<file path="config.mk">
export PLATFORM = sky130hd
export DESIGN_NAME = vme_bus_arbiter
export DESIGN_NICKNAME = d
export VERILOG_FILES = /design/src/rtl/vme_bus_arbiter.sv
export SDC_FILE = /design/constraint.sdc
export NUM_CORES = 1
export LEC_CHECK = 0
export CORE_MARGIN = 2
export CORE_UTILIZATION = 45
export CTS_BUF_LIST = sky130_fd_sc_hd__clkbuf_8
export CTS_CLUSTER_SIZE = 20
export DETAILED_ROUTE_END_ITERATION = 8
export GPL_TIMING_DRIVEN = 0
export PLACE_DENSITY = 0.68
export SLEW_MARGIN = 20
export SYNTH_ARGS = -nofsm -noshare
export SYNTH_HDL_FRONTEND = slang
export SYNTH_SLANG_ARGS = --single-unit
</file>
<file path="constraint.sdc">
create_clock -name clock -period 3.2 [get_ports clock]
set_input_delay 0.48 -clock clock [delete_from_list [all_inputs] [get_ports clock]]
set_output_delay 0.48 -clock clock [all_outputs]
set_load 0.1 [all_outputs]
</file>
<file path="src/rtl/vme_bus_arbiter.sv">
// VME system-controller bus arbiter: BR/BG levels, BBSY tracking, BCLR, grant timeout.
// Latency: BR falling edge to BG falling edge is SYNC_STAGES+1 clocks; all outputs registered.
// No flow control; a grant waits for BBSY released. `define VME_ARB_ROUND_ROBIN_EN selects round-robin.
module vme_bus_arbiter #(
    parameter int LEVELS        = 4,
    parameter int SYNC_STAGES   = 2,
    parameter int GRANT_TIMEOUT = 255
) (
    input  logic                      clock,
    input  logic                      reset,
    input  logic [LEVELS-1:0]         vme_br,
    input  logic                      vme_bbsy,
    output logic [LEVELS-1:0]         vme_bgout,
    output logic                      vme_bclr,
    output logic [$clog2(LEVELS)-1:0] grant_level,
    output logic                      bus_owned,
    output logic                      grant_timeout
);
    localparam int LW = $clog2(LEVELS);
    localparam int CW = 10;

    typedef enum logic [1:0] {IDLE, GRANT, OWNED, RELEASE} state_t;

    logic [SYNC_STAGES-1:0][LEVELS-1:0] br_sync_q;
    logic [SYNC_STAGES-1:0]             bbsy_sync_q;
    logic [LEVELS-1:0]                  br_s;
    logic                               bbsy_s;

    state_t              state_q, state_d;
    logic [CW-1:0]       cnt_q, cnt_d;
    logic [LW-1:0]       gl_q, gl_d;
    logic [LEVELS-1:0]   bgout_q, bgout_d;
    logic                bclr_q, bclr_d;
    logic                owned_q, owned_d;
    logic                tmo_q, tmo_d;
    logic [LW-1:0]       win;
    logic                any_req;
`ifdef VME_ARB_ROUND_ROBIN_EN
    logic [LW-1:0]       ptr_q, ptr_d;
    int                  idx;
`else
    logic                hi_req;
`endif

    // Synchronise the asynchronous bus inputs; idle (high) out of reset.
    always_ff @(posedge clock or posedge reset) begin
        if (reset) begin
            br_sync_q   <= '1;
            bbsy_sync_q <= '1;
        end else begin
            br_sync_q   <= {br_sync_q[SYNC_STAGES-2:0], vme_br};
            bbsy_sync_q <= {bbsy_sync_q[SYNC_STAGES-2:0], vme_bbsy};
        end
    end

    assign br_s   = br_sync_q[SYNC_STAGES-1];
    assign bbsy_s = bbsy_sync_q[SYNC_STAGES-1];

`ifdef VME_ARB_ROUND_ROBIN_EN
    // Round-robin winner: first requester after the last grant, wrapping; nearest candidate is applied last.
    always_comb begin
        win     = '0;
        idx     = 0;
        any_req = ~&br_s;
        for (int k = LEVELS; k >= 1; k--) begin
            idx = int'(ptr_q) + k;
            if (idx >= LEVELS) idx = idx - LEVELS;
            if (!br_s[idx]) win = LW'(idx);
        end
    end
`else
    // Fixed-priority winner (lowest index) and detection of a higher-priority requester for BCLR.
    always_comb begin
        win     = '0;
        hi_req  = 1'b0;
        any_req = ~&br_s;
        for (int i = LEVELS - 1; i >= 0; i--) begin
            if (!br_s[i]) win = LW'(i);
        end
        for (int i = 0; i < LEVELS; i++) begin
            if ((i < int'(gl_q)) && !br_s[i]) hi_req = 1'b1;
        end
    end
`endif

    // State and registered outputs.
    always_ff @(posedge clock or posedge reset) begin
        if (reset) begin
            state_q <= IDLE;
            cnt_q   <= '0;
            gl_q    <= '0;
            bgout_q <= '1;
            bclr_q  <= 1'b1;
            owned_q <= 1'b0;
            tmo_q   <= 1'b0;
`ifdef VME_ARB_ROUND_ROBIN_EN
            ptr_q   <= LW'(LEVELS - 1);
`endif
        end else begin
            state_q <= state_d;
            cnt_q   <= cnt_d;
            gl_q    <= gl_d;
            bgout_q <= bgout_d;
            bclr_q  <= bclr_d;
            owned_q <= owned_d;
            tmo_q   <= tmo_d;
`ifdef VME_ARB_ROUND_ROBIN_EN
            ptr_q   <= ptr_d;
`endif
        end
    end

    // Next state and next outputs; every output defaults to its inactive level.
    always_comb begin
        state_d = state_q;
        cnt_d   = cnt_q;
        gl_d    = gl_q;
        bgout_d = '1;
        bclr_d  = 1'b1;
        owned_d = 1'b0;
        tmo_d   = 1'b0;
`ifdef VME_ARB_ROUND_ROBIN_EN
        ptr_d   = ptr_q;
`endif
        case (state_q)
            IDLE: begin
                // Never grant while the bus is still busy.
                if (any_req && bbsy_s) begin
                    bgout_d[win] = 1'b0;
                    gl_d         = win;
                    cnt_d        = '0;
                    state_d      = GRANT;
`ifdef VME_ARB_ROUND_ROBIN_EN
                    ptr_d        = win;
`endif
                end
            end
            GRANT: begin
                // BBSY takes precedence over a simultaneous request withdrawal.
                if (!bbsy_s) begin
                    state_d = OWNED;
                    owned_d = 1'b1;
                end else if (br_s[gl_q]) begin
                    state_d = IDLE;
                end else if (cnt_q == CW'(GRANT_TIMEOUT - 1)) begin
                    tmo_d   = 1'b1;
                    state_d = IDLE;
                end else begin
                    cnt_d   = cnt_q + 1'b1;
                    bgout_d = bgout_q;
                end
            end
            OWNED: begin
                if (bbsy_s) begin
                    state_d = RELEASE;
                end else begin
                    owned_d = 1'b1;
`ifndef VME_ARB_ROUND_ROBIN_EN
                    bclr_d  = ~hi_req;
`endif
                end
            end
            RELEASE: begin
                // Dead cycle guarantees a gap between successive grants.
                state_d = IDLE;
            end
            default: begin
                state_d = IDLE;
            end
        endcase
    end

    assign vme_bgout     = bgout_q;
    assign vme_bclr      = bclr_q;
    assign grant_level   = gl_q;
    assign bus_owned     = owned_q;
    assign grant_timeout = tmo_q;

endmodule
</file>
==> results.json <==
{
  "synthToLayoutAreaGrowth_pct": 19.6,
  "finalCritPeriodShare_pct": 75.4,
  "cpMaxStageDelayCell": "clkdlybuf4s50_1",
  "insertion_delay_ns": 0.28,
  "finalMaxSlewViolations": 0,
  "die_h_um": 61.9,
  "grt_use_total_pct": 15.9,
  "row_count": 21,
  "status": "completed",
  "cts_sinks": 31,
  "dp_hpwl_um": 2020,
  "syn_nets": 146,
  "drive_above_1_share_pct": 24.5,
  "tightest_slew_ns": 0.970,
  "maxCapViolCount": 0,
  "rsz0062_at_grt": "no",
  "grt_max_degree": 32,
  "start_kind": "flip-flop",
  "worst_hold_path.endpoint": "br_s[2]$_DFF_PP1_",
  "hold_violations": 0,
  "fin_tns_setup_ns": 0,
  "core_area_mm2": 0.00328,
  "yosysSeqAreaShare_pct": 52.7,
  "grt.overflow.total": 0,
  "synth_edf_count": 0,
  "fmax_ghz": 0.415,
  "drt_iter0_markers": 47,
  "hold_start": "br_sync_q[2]$_DFF_PP1_",
  "synth-seq-cells": 31,
  "nNetsFinal": 168,
  "ys.warnings.count": 0,
  "drc_errors": 0,
  "path_cells": "clkdlybuf4s50_1",
  "via_per_inst": 5.73,
  "antenna_left": 0,
  "synth_top_family_by_area": "simple AND/OR/NAND/NOR gates",
  "crit_type": "flip-flop to output port",
  "antenna_found_initial": 0,
  "initial_core_util_pct": 45.9,
  "hold_depth": 0,
  "yosysUniqueCellTypes": 47,
  "yosys.area_share.adder_pct": 4.98,
  "cts_resized": 0,
  "arrival_ns": 1.93,
  "synth_common_cells": "dfrtp_1 (16), dfstp_2 (15), nand2_1 (9), nor2_1 (9)",
  "cp.depth": 1,
  "p_leak_nw": 0.748,
  "synthMuxAreaShare_pct": 5.31,
  "power_density_mw_per_mm2": 785,
  "cts_inserted_buffers": 5,
  "grt_pass1_vias": 937,
  "synthFlopType": "dfrtp_1",
  "synth_area_per_cell_um2": 11.3,
  "finalWirelength_um": 2860,
  "routabilityCongestion": 0.796,
  "synth_compound_area_share_pct": 15.7,
  "synthCells": 133,
  "synth_xor_area_share_pct": 0,
  "yosysTopAreaCell": "dfrtp_1",
  "peakVddDrop_mv": 0.417,
  "critPathMaxStageDelay_ns": 1.12,
  "slew_headroom_pct": 35.1,
  "finalWorstSetupSlack_ns": 0.789,
  "ctsHoldBuffers": 0,
  "yosysMostFrequentCell": "dfrtp_1",
  "reg2reg_depth": 7,
  "pin_count": 16,
  "crit_fanout": 2,
  "rrSetupSlack_ns": 1.10,
  "dieArea_mm2": 0.00383,
  "htreeDepth": 2,
  "hold-worst-slack_ns": 0.356,
  "synth_simple_gate_area_share_pct": 18.2,
  "antenna_cells": 0,
  "post_drt_wl_per_cell_um": 14.2,
  "period_needed_ns": 2.41,
  "r2r-end": "cnt_q[8]$_DFFE_PP0P_",
  "required_ns": 2.72,
  "path_delay_family": "buffers and inverters",
  "via_count": 1151,
  "final_util_pct": 54.9,
  "grt_pass1_wl_um": 4350,
  "fillers": 288,
  "clockBufferDepth": 2,
  "setup_viol": 0,
  "clk_pin_slew_worst_paths_ns": 0.06,
  "multi_input_comb_area_um2": 666,
  "io_buffer_count": 15,
  "die_w_um": 61.9,
  "finalPower_mw": 1.42,
  "drt_pass1_iterations": 4,
  "crit_buf_inv": 1,
  "hold_path.class": "flip-flop to flip-flop",
  "syn-cell-area_mm2": 0.00151,
  "clock_skew_ns": 0.00391,
  "async_flop_share_pct": 100,
  "netlist.area_leader.share_pct": 26.5,
  "regArea_um2": 795,
  "dp_slack_ns": 1.08,
  "synth_area_leaders": "dfrtp_1 (27%), dfstp_2 (26%), ha_1 (5.0%)",
  "cp-end-kind": "output port",
  "post_cts_buffers": 0,
  "cts_tree": "done",
  "cts_root_buf": "clkbuf_8"
}
==> layer usage <==
| layer | vias up | GRT usage (%) | wire length, um | share of wire (%) |
|---|---|---|---|---|
| li1 | 545 | - | - | - |
| met1 | 571 | 21.7 | 1330 | 46 |
| met2 | 32 | 24.4 | 1390 | 49 |
| met3 | 3 | 4.35 | 112 | 3.9 |
| met4 | 0 | 5.78 | 28 | 0.98 |
| met5 | - | 0 | 0 | 0 |
==> through the flow <==
step                instance area [um2]  instances
global placement                   1720        194
CTS                                1800        201
floorplan                          1510        133
finish                             1800        201
global route                       1800        201
detailed placement                 1720        194
==> final cells by class <==
cell class | instances | area share [%]
plain buffers | 3 | 1.25
clock buffers | 6 | 4.58
multi-input cells | 92 | 36.9
clock inverters | 1 | 0.277
flip-flops and latches | 31 | 44.0
inverters | 7 | 1.46
well taps | 46 | 3.19
repair buffers | 15 | 8.32
==> cell usage in the layout (no fill, tap or decap), types with 2 or more instances in the layout <==
master           instances
dfrtp_1                 16
dfstp_2                 15
clkdlybuf4s50_1         15
nand2_1                  9
nor2_1                   9
nand3_1                  7
inv_1                    6
ha_1                     6
clkbuf_8                 6
a21oi_1                  5
nor3_1                   5
mux2_2                   4
and4_1                   3
o21ai_0                  3
o311ai_1                 3
nor3b_1                  2
nand4_1                  2
a31oi_1                  2
and3_1                   2
a221o_1                  2
mux2i_1                  2
o31ai_1                  2
==> cells by family after synthesis <==
family          after synthesis
compound gates               29
fa+ha+maj                     6
buf+inv                      10
flops                        31
mux                           7
simple gates                 50
==> registers in the layout (all words and copies together) (netlist names), named ones only <==
signal / cells
cnt_q: 10
br_s: 4
br_sync_q: 4
vme_bgout: 4
bbsy_sync_q: 2
grant_level: 2
bus_owned: 1
grant_timeout: 1
state_q: 1
vme_bclr: 1
==> report_power, final <==
group	internal [mW]	leakage [nW]	switching, mW	total [mW]
registers	0.462	0.370	0.0652	0.528
logic	0.185	0.330	0.400	0.585
clock network	0.168	0.0470	0.135	0.304
total	0.815	0.748	0.601	1.42
==> worst register-to-register path: stages (launching register included) <==
cell and delay (ns):
dfrtp_1 0.39, inv_1 0.13, ha_1 0.16, buf_1 0.29
nand3b_1 0.17, o22ai_2 0.32, a21oi_2 0.15, a221o_1 0.37
==> worst max-delay path by stage <==
stage                               start                   end
5_1_grt          vme_bgout[1]$_DFFE_PP1P_          vme_bgout[1]
2_1_floorplan  grant_level[1]$_DFFE_PP0P_  cnt_q[6]$_DFFE_PP0P_
3_3_place_gp     vme_bgout[2]$_DFFE_PP1P_          vme_bgout[2]
3_5_place_dp     vme_bgout[1]$_DFFE_PP1P_          vme_bgout[1]
6_report         vme_bgout[1]$_DFFE_PP1P_          vme_bgout[1]
4_1_cts          vme_bgout[1]$_DFFE_PP1P_          vme_bgout[1]
No activity file was read; power rests on OpenSTA's default activity.
